### config.mk
export PLATFORM = sky130hd
export DESIGN_NAME = sys86_video_timing
export DESIGN_NICKNAME = d
export VERILOG_FILES = /design/src/rtl/sys86_video_timing.sv
export SDC_FILE = /design/constraint.sdc
export NUM_CORES = 1
export LEC_CHECK = 0
export CORE_ASPECT_RATIO = 0.9
export CORE_MARGIN = 2
export CORE_UTILIZATION = 40
export DETAILED_ROUTE_END_ITERATION = 6
export GPL_ROUTABILITY_DRIVEN = 0
export PLACE_DENSITY_LB_ADDON = 0.12
export SETUP_SLACK_MARGIN = 0.15
export SLEW_MARGIN = 20
export SYNTH_ARGS = -nofsm -noshare
export SYNTH_HDL_FRONTEND = slang
export SYNTH_SLANG_ARGS = --single-unit
### constraint.sdc
create_clock -name clk_48m -period 2.8 [get_ports clk_48m]
set_clock_uncertainty 0.05 [all_clocks]
set_input_delay 0.28 -clock clk_48m [delete_from_list [all_inputs] [get_ports clk_48m]]
set_output_delay 0.28 -clock clk_48m [all_outputs]
set_load 0.005 [all_outputs]
### src/rtl/sys86_video_timing.sv
// Parametrised raster timing generator: pixel enable, H/V counters, sync/blank decodes, vblank strobe, frame counter.
// Optional screen flip of hpos/vpos is enabled by defining SYS86_TIMING_FLIP_EN.
module sys86_video_timing #(
   parameter int CLK_DIV  = 8,
   parameter int H_TOTAL  = 384,
   parameter int H_ACTIVE = 288,
   parameter int H_FP     = 24,
   parameter int H_SYNC   = 32,
   parameter int V_TOTAL  = 264,
   parameter int V_ACTIVE = 224,
   parameter int V_FP     = 16,
   parameter int V_SYNC   = 8,
   parameter int FRAME_W  = 8,
   localparam int HW = $clog2(H_TOTAL),
   localparam int VW = $clog2(V_TOTAL)
) (
   input  logic               clk_48m,
   input  logic               rst,
   input  logic               FLIP,
   output logic               pix_ce,
   output logic               CLK_6M,
   output logic [HW-1:0]      hcnt,
   output logic [VW-1:0]      vcnt,
   output logic [HW-1:0]      hpos,
   output logic [VW-1:0]      vpos,
   output logic               CLK_1H,
   output logic               CLK_2H,
   output logic               CLK_4H,
   output logic               nHSYNC,
   output logic               nVSYNC,
   output logic               nHBLANK,
   output logic               nVBLANK,
   output logic               nHRESET,
   output logic               nVRESET,
   output logic               nCOMPSYNC,
   output logic               BLANKING,
   output logic               vblank_stb,
   output logic [FRAME_W-1:0] frame_cnt
);

   localparam int DW = (CLK_DIV > 2) ? $clog2(CLK_DIV) : 1;
   localparam logic [DW-1:0] DIV_LAST = DW'(CLK_DIV - 1);
   localparam logic [DW-1:0] DIV_HALF = DW'(CLK_DIV / 2);
   localparam logic [HW-1:0] H_LAST   = HW'(H_TOTAL - 1);
   localparam logic [VW-1:0] V_LAST   = VW'(V_TOTAL - 1);
   localparam logic [VW-1:0] V_ACT_M1 = VW'(V_ACTIVE - 1);

   if (H_ACTIVE + H_FP + H_SYNC > H_TOTAL) begin : g_bad_h
      $error("sys86_video_timing: H_ACTIVE+H_FP+H_SYNC exceeds H_TOTAL");
   end
   if (V_ACTIVE + V_FP + V_SYNC > V_TOTAL) begin : g_bad_v
      $error("sys86_video_timing: V_ACTIVE+V_FP+V_SYNC exceeds V_TOTAL");
   end

   logic [DW-1:0] div, div_n;
   logic [HW-1:0] hcnt_n, hpos_n;
   logic [VW-1:0] vcnt_n, vpos_n;
   logic          h_wrap, v_wrap, stb_n;
   logic          h_act, v_act, hs_n, vs_n;
   logic          flip_n;

`ifdef SYS86_TIMING_FLIP_EN
   logic flip_q;
   always_ff @(posedge clk_48m) begin
      if (rst) flip_q <= 1'b0;
      else     flip_q <= flip_n;
   end
   // Flip only latches at the frame boundary so a frame is never half-mirrored.
   assign flip_n = v_wrap ? FLIP : flip_q;
`else
   logic unused_flip;
   assign unused_flip = FLIP;
   assign flip_n      = 1'b0;
`endif

   always_comb begin
      h_wrap = pix_ce && (hcnt == H_LAST);
      v_wrap = h_wrap && (vcnt == V_LAST);
      stb_n  = h_wrap && (vcnt == V_ACT_M1);
      div_n  = (div == DIV_LAST) ? '0 : div + DW'(1);
      hcnt_n = hcnt;
      vcnt_n = vcnt;
      if (pix_ce) hcnt_n = h_wrap ? '0 : hcnt + HW'(1);
      if (h_wrap) vcnt_n = v_wrap ? '0 : vcnt + VW'(1);
      h_act  = int'(hcnt_n) < H_ACTIVE;
      v_act  = int'(vcnt_n) < V_ACTIVE;
      hs_n   = !((int'(hcnt_n) >= H_ACTIVE + H_FP) && (int'(hcnt_n) < H_ACTIVE + H_FP + H_SYNC));
      vs_n   = !((int'(vcnt_n) >= V_ACTIVE + V_FP) && (int'(vcnt_n) < V_ACTIVE + V_FP + V_SYNC));
      hpos_n = '0;
      vpos_n = '0;
      if (h_act && v_act) begin
         hpos_n = flip_n ? HW'(H_ACTIVE - 1) - hcnt_n : hcnt_n;
         vpos_n = flip_n ? VW'(V_ACTIVE - 1) - vcnt_n : vcnt_n;
      end
   end

   // Every decode is registered from the next-state counters so it lines up with hcnt/vcnt.
   always_ff @(posedge clk_48m) begin
      if (rst) begin
         div        <= '0;
         pix_ce     <= 1'b0;
         CLK_6M     <= 1'b0;
         hcnt       <= '0;
         vcnt       <= '0;
         hpos       <= '0;
         vpos       <= '0;
         nHBLANK    <= 1'b1;
         nVBLANK    <= 1'b1;
         nHSYNC     <= 1'b1;
         nVSYNC     <= 1'b1;
         nCOMPSYNC  <= 1'b1;
         BLANKING   <= 1'b0;
         nHRESET    <= 1'b0;
         nVRESET    <= 1'b0;
         vblank_stb <= 1'b0;
         frame_cnt  <= '0;
      end else begin
         div        <= div_n;
         pix_ce     <= (div_n == DIV_LAST);
         CLK_6M     <= (div_n >= DIV_HALF);
         hcnt       <= hcnt_n;
         vcnt       <= vcnt_n;
         hpos       <= hpos_n;
         vpos       <= vpos_n;
         nHBLANK    <= h_act;
         nVBLANK    <= v_act;
         nHSYNC     <= hs_n;
         nVSYNC     <= vs_n;
         nCOMPSYNC  <= hs_n ~^ vs_n;
         BLANKING   <= !(h_act && v_act);
         nHRESET    <= (hcnt_n != '0);
         nVRESET    <= (vcnt_n != '0);
         vblank_stb <= stb_n;
         if (stb_n) frame_cnt <= frame_cnt + FRAME_W'(1);
      end
   end

   assign CLK_1H = hcnt[0];
   assign CLK_2H = hcnt[1];
   assign CLK_4H = hcnt[2];

endmodule

* Word level (Yosys, flattened, before mapping) *
Index checks and enable logic that the tools add are counted.

word-level totals
  ROM bits = 0
  memories = 0
  output and inout port bits = 58
  latch bits = 0
  flip-flop bits (word level) = 58
  bits in writable memories = 0

operators by class
  magnitude comparators = 7
  mux-type cells = 5
  shift operators = 0
  div/mod/pow operators = 0
  eq/ne operators = 5
  add/subtract/negate cells = 4
  reduce and logical (&&, ||, !) cells = 12
  $mul = 0
  bitwise gates (word level) = 2

operators by type and width
  cell                                                                    count
  9-bit 2-to-1 mux                                                        4
  9-bit by 1-bit adder with 9-bit output (second input constant)          2
  9-bit equality test (second input constant)                             2
  9-bit by 8-bit < comparator with 1-bit output (second input constant)   2
  9-bit < comparator (second input constant)                              2
  9-bit nonzero test                                                      2
  9-bit by 8-bit equality test with 1-bit output (second input constant)  1
  9-bit by 8-bit >= comparator with 1-bit output (second input constant)  1
  9-bit >= comparator (second input constant)                             1
  8-bit by 1-bit adder with 8-bit output (second input constant)          1
  3-bit equality test (second input constant)                             2
  1-bit logical AND                                                       6
  3-bit by 1-bit adder with 3-bit output (second input constant)          1
  3-bit >= comparator (second input constant)                             1
  1-bit zero test                                                         3
  3-bit 2-to-1 mux                                                        1
  2-bit OR reduction                                                      1
  1-bit inverter                                                          1
  1-bit bitwise XNOR                                                      1

* Depth between registers and ports, before layout *
Gate-level depths: netlist of run 1.

  word-level depth = 9
  depth in mapped cells = 10
  gate-level depth less buffers = 8

* Least setup slack after synthesis of run 1 *
Ideal clock, no wire load.

  kind = register to register
  start point = reg hcnt[0]
  end point = reg nCOMPSYNC
  buffers on the path = 1
  library setup time = 0.117 ns
  cell stages (with the launch flop) = 10
  clock period less this slack = 2.396 ns
  arrival = 2.229 ns
  slack = 0.404 ns
  cells stage by stage = dfxtp_1 -> ha_1 -> nand2_1 -> or2_1 -> buf_2 -> xnor2_1 -> or4_1 -> a211oi_2 -> xnor2_1 -> nand2b_1

on the way
  cells in the longest elaborated chain, start to end = 9
  elaborated cells between the ends (all ways) = 17
  classes of those cells = add/sub: 1; order compare: 4; eq/ne: 1; mux: 4; bitwise: 1; reduce/logical: 6

ends and longest elaborated chain
  item                                                                                            line  source
  from (decl)                                                                                     22    output logic [HW-1:0] hcnt,
  from (signal assigned)                                                                          121   hcnt <= hcnt_n;
  parallel branches: the longest is 8 deep, another holds 9-bit by 1-bit adder with 9-bit output  --
  1-bit bitwise XNOR *                                                                            129   nCOMPSYNC <= hs_n ~^ vs_n;
  to (signal assigned)                                                                            129
  to (decl)                                                                                       35    output logic nCOMPSYNC,

Mark *: on every way between the ends.
A chain may end at the register's enable or synchronous reset.

* Final worst setup path of run 1 *
Ends and elaborated chain as after synthesis.

==> results of run 1 <==
per-stage QoR:
stage / cell area (µm²) / hold WS (ns) / utilization / power (mW) / setup slack, ns
2_1_floorplan: 2340 / 0.377 / - / 0.858 / 0.404
3_3_place_gp: 3150 / 0.393 / 0.556 / 0.874 / 0.362
6_report: 3340 / 0.409 / 0.589 / 1.55 / 0.297
3_5_place_dp: 3150 / 0.406 / 0.556 / 0.874 / 0.310
4_1_cts: 3330 / 0.416 / 0.588 / 1.57 / 0.294
5_1_grt: 3340 / 0.432 / 0.589 / 1.62 / 0.151
final cells by class:
type / count / share of cell area
timing repair buffer: 87 / 0.240
clock inverter: 6 / 0.0128
inverter: 1 / 0.00113
clock buffer: 10 / 0.0413
tap: 70 / 0.0263
sequential: 57 / 0.342
multi-input combinational: 169 / 0.336
worst max-delay path: stages (launching register included):
cell      delay, ns
dfxtp_1        0.35
ha_1           0.22
nand2_1        0.16
or2_1          0.38
xnor2_1        0.19
or4_1          0.56
a211oi_2       0.27
xnor2_1        0.15
nand2b_1       0.06
sequential cells by signal, summed over array words and instances (netlist names), 2 cells and up:
signal     cells
hcnt           9
div            2
frame_cnt      8
vpos           9
vcnt           9
hpos           9
power by group:
| group | internal [mW] | switching [mW] |
|---|---|---|
| clock network | 0.345 | 0.347 |
| logic | 0.0164 | 0.0197 |
| registers | 0.817 | 0.00258 |
layout by cell type (no fill, tap or decap), types with 4 or more instances in the layout:
master	synthesis	layout
clkdlybuf4s50_1	0	59
dfxtp_1	57	57
nor2_1	31	31
buf_4	3	28
nor3_1	22	22
nand2_1	13	13
nand4_1	12	12
xnor2_1	10	10
xor2_1	10	10
clkbuf_8	0	10
nor2b_1	7	7
mux2i_1	6	5
ha_1	5	5
or3_1	4	4
a31oi_1	4	4
nand2b_1	4	4
kinds of logic after synthesis:
group           synth area share
fa+ha+maj                 0.0267
simple gates               0.293
flops                      0.487
compound gates            0.0528
other cells              0.00160
mux                       0.0256
xor+xnor                  0.0747
buf+inv                   0.0390
worst min path at each step:
stage	slack [ns]	depth (start not counted)	end	startpoint
3_5_place_dp	0.41	1	div[0]	div[0]
4_1_cts	0.42	1	div[0]	div[0]
6_report	0.41	1	div[0]	div[0]
3_3_place_gp	0.39	1	div[0]	div[0]
5_1_grt	0.43	1	div[0]	div[0]
2_1_floorplan	0.38	1	pix_ce	div[0]
per-layer routing:
layer  vias to the layer above  GRT usage  wire [µm]
met5                         -          0          0
met4                         0     0.0667         87
met3                        13     0.0693        312
met2                        56      0.278       2440
met1                       921      0.246       2560
li1                       1018          -          -
==> impl_metrics.yaml, run 1 <==
sta:
  slew_headroom: 0.429
  rsz0062_at_grt: "no"
  setup-violations-final: 0
  fin_crit_ns: 2.50
  drv_slew: 0
  fin_setup_tns_ns: 0
  post-route-period-util: 0.894
  worst_pin_slew_ns: 0.854
  finalHoldViolations: 0
  timing.fmax_ghz: 0.399
detailed_routing:
  avgViaCountPerCell: 5.02
  firstDrtPassIters: 4
  drtIter0Drc: 95
  dr_total_vias: 2008
  drtAntennaViolNets: 0
  drc: 0
  routed_wl_mm: 5.41
  wire_per_inst_um: 13.5
logic_synthesis:
  synthTopCellsByCount: "dfxtp_1 (57), nor2_1 (31), nor3_1 (22), nand2_1 (13), nand4_1 (12)"
  ys_async_sr_fraction: 0
  synth_edf_count: 0
  synthFlopType: "dfxtp_1"
  synth_nets: 252
  yosysTopAreaCell: "dfxtp_1"
  yosys.cell_types.count: 45
  synth.top_cell.area_share: 0.487
  synth.area.top_cells: "dfxtp_1 (49%), nor2_1 (5.0%), nor3_1 (4.7%), xnor2_1 (3.7%), xor2_1 (3.7%)"
  synthCells: 244
  avgSynthCellArea_um2: 9.61
  synth_area_mm2: 0.00234
  yosysMostFrequentCell: "dfxtp_1"
  seq_area_frac_synth: 0.487
  yosysWarnings: 0
  synth-seq-cells: 57
finish:
  multi_input_area_mm2: 0.00112
  drive_gt1_frac: 0.161
  stdcell_count: 400
  finalNetCount: 333
  seq_area_mm2: 0.00114
  fillers: 514
  n_antenna_cell: 0
  area_growth_pct: 42.3
setup_path:
  rr_worst_depth: 8
  worstPathArrival_ns: 2.69
  r2r-end: "nCOMPSYNC"
  critPathLaunchType: "flop"
  path_class: "reg2reg"
  crit_path_max_fanout: 6
  startpoint: "hcnt[0]"
  rrSetupSlack_ns: 0.30
  critPathCapture: "nCOMPSYNC"
  reg2reg_from: "hcnt[0]"
  critPathCaptureType: "flop"
  worstPathRequired_ns: 2.98
grt:
  antenna_found_initial: 0
  grt_pass1_vias: 1885
  grt_max_degree: 24
  grt_pass1_wl_mm: 9.43
  grt_usage: 0.186
  grt-ovfl-total: 0
floorplan:
  dieHeight_um: 76.6
  start_util: 0.414
  die_area_mm2: 0.00649
  coreArea_mm2: 0.00566
  dieWidth_um: 84.7
  num_rows: 26
  io_pins: 61
pwr:
  powerDensity_mw_per_mm2: 464
  ir_drop_mv: 0.312
  leakage_nw: 1.26
run_status:
  outcome: "completed"
placement:
  port_buffers: 59
  placed_cells: 384
  dp_hpwl_mm: 4.01
flow_run:
  cap_violations: 0
clock_network:
  cts_hold_buf: 0
  htreeDepth: 3
  clkTransAtPathRegs_ns: 0.07
  cts_buffers: 9
  cts.path.max_buffers: 2
  insertion_delay_ns: 0.34
  cts.sinks: 57
  cts_tree: "yes"
  post_cts_buffers: 0
  cts_root_buffer: "clkbuf_8"
  cts_resized: 0
worst_hold_path:
  worstHoldPathType: "reg2reg"
(Power assumes the default switching activity.)
==> run 2, diff against run 1 <==
--- a/config.mk
+++ b/config.mk
@@ -6,7 +6,7 @@
 export NUM_CORES = 1
 export LEC_CHECK = 0
 export CORE_ASPECT_RATIO = 0.9
-export CORE_MARGIN = 2
+export CORE_MARGIN = 1
 export CORE_UTILIZATION = 40
 export DETAILED_ROUTE_END_ITERATION = 6
 export GPL_ROUTABILITY_DRIVEN = 0
==> run 2 against run 1 <==
Hold slack improved by 0.0042 ns. Fmax rose by 2.4%. Utilization rose by 0.088 points. Routed wire length fell by 3.6%. Design area rose by 0.15%. Largest power group unchanged. Flip-flop and latch count did not move.
==> impl_metrics.yaml, run 2 (synthesized netlist as in run 1, its figures left out) <==
floorplan:
  num_rows: 26
  start_util: 0.414
  dieHeight_um: 74.6
  dieWidth_um: 82.7
  die_area_mm2: 0.00617
  coreArea_mm2: 0.00566
  io_pins: 61
setup_path:
  worst_path_dominant_cell_family: "simple AND/OR/NAND/NOR gates"
  crit_slowest_cell: "or4_1"
  crit_top_cell: "xnor2_1"
  slowest_delay_ns: 0.56
  crit_path_cell_trace: "ha_1 -> nand2_1 -> or2_4 -> xnor2_1 -> or4_1 -> a211oi_2 -> xnor2_1 -> nand2b_1"
  critPathCaptureType: "flop"
  path_class: "reg2reg"
  worstPathArrival_ns: 2.61
  critical_path_buf_inv_count: 0
  crit_path_max_fanout: 7
  critPathLaunchType: "flop"
  worstPathRequired_ns: 2.97
pwr:
  leakage_nw: 1.26
  powerDensity_mw_per_mm2: 481
  ir_drop_mv: 0.374
placement:
  dp_hpwl_mm: 3.86
  port_buffers: 59
  placed_cells: 381
flow_run:
  cap_violations: 0
grt:
  grt-ovfl-total: 0
  grt_pass1_vias: 1750
  grt_util_met3: 0.0655
  grt_usage: 0.191
  grt_max_degree: 19
  grt_pass1_wl_mm: 8.62
  top_usage_layer: "met2"
  grt_use_met2: 0.274
  antenna_found_initial: 0
  gr-usage-met1: 0.262
finish:
  final_common_cell: "clkdlybuf4s50_1"
  area_growth_pct: 42.5
  n_antenna_cell: 0
  drive_gt1_frac: 0.150
  stdcell_count: 396
  finalNetCount: 330
  layout_common_cells: "clkdlybuf4s50_1 (59), dfxtp_1 (57), nor2_1 (31)"
clock_network:
  clkTransAtPathRegs_ns: 0.06
  cts_buffers: 9
  cts_root_buffer: "clkbuf_8"
  cts_hold_buf: 0
  cts.path.max_buffers: 2
  cts_resized: 0
  htreeDepth: 3
  cts_tree: "yes"
  post_cts_buffers: 0
  cts.sinks: 57
  insertion_delay_ns: 0.33
run_status:
  outcome: "completed"
detailed_routing:
  avgViaCountPerCell: 5.08
  drtIter0Drc: 85
  routed_wl_mm: 5.21
  drc: 0
  wire_per_inst_um: 13.2
  drtAntennaViolNets: 0
  firstDrtPassIters: 4
  dr_total_vias: 2010
sta:
  setup-violations-final: 0
  post-route-period-util: 0.873
  worst_pin_slew_ns: 0.618
  fin_setup_tns_ns: 0
  finalHoldViolations: 0
  fin_crit_ns: 2.44
  timing.fmax_ghz: 0.409
  drv_slew: 0
  slew_headroom: 0.587
  rsz0062_at_grt: "no"
worst_hold_path:
  worstHoldPathType: "reg2reg"
run 2: cell types whose count changed in the layout (fill, tap and decap cells not counted), sizes merged:
cell	delta
bufinv	+1
clkbuf	+2
buf	-3
clkinvlp	-2
clkinv	-1
inv	-1
run 2: layer usage:
metal | up-vias | part of all wire
li1 | 1014 | -
met2 | 60 | 0.43
met4 | 0 | 0.013
met3 | 8 | 0.063
met5 | - | 0
met1 | 928 | 0.49
run 2: report_power, final:
part           internal [mW]  total (mW)  switching, mW
registers              0.817       0.820        0.00256
logic                 0.0173      0.0368         0.0195
clock network          0.451       0.750          0.298
total                   1.29        1.61          0.320
run 2: stage by stage:
step	setup WS [ns]	hold WS, ns	area [µm²]	power, mW	util
after floorplan	0.404	0.377	2340	0.858	-
after global placement	0.323	0.394	3140	0.875	0.554
after detailed placement	0.305	0.406	3140	0.875	0.554
after CTS	0.289	0.412	3330	1.63	0.588
after global routing	0.141	0.430	3340	1.67	0.590
final	0.356	0.413	3340	1.61	0.590
run 2: area by class of cell:
type | instances | area (µm²)
flip-flops and latches | 57 | 1140
fillers | 550 | 2320
repair buffers | 84 | 791
clock inverters | 3 | 40.0
inverters | 1 | 3.75
well taps | 70 | 87.6
clock buffers | 12 | 155
multi-input cells | 169 | 1120
run 2: path summary, 6_finish.rpt:
path	start	to	slack [ns]	depth (start not counted)
worst max register to register	hcnt[0]	nCOMPSYNC	0.36	8
worst min register to register	div[0]	pix_ce	0.41	1
worst max-delay path	hcnt[0]	nCOMPSYNC	0.36	8
worst min-delay path	div[0]	pix_ce	0.41	1
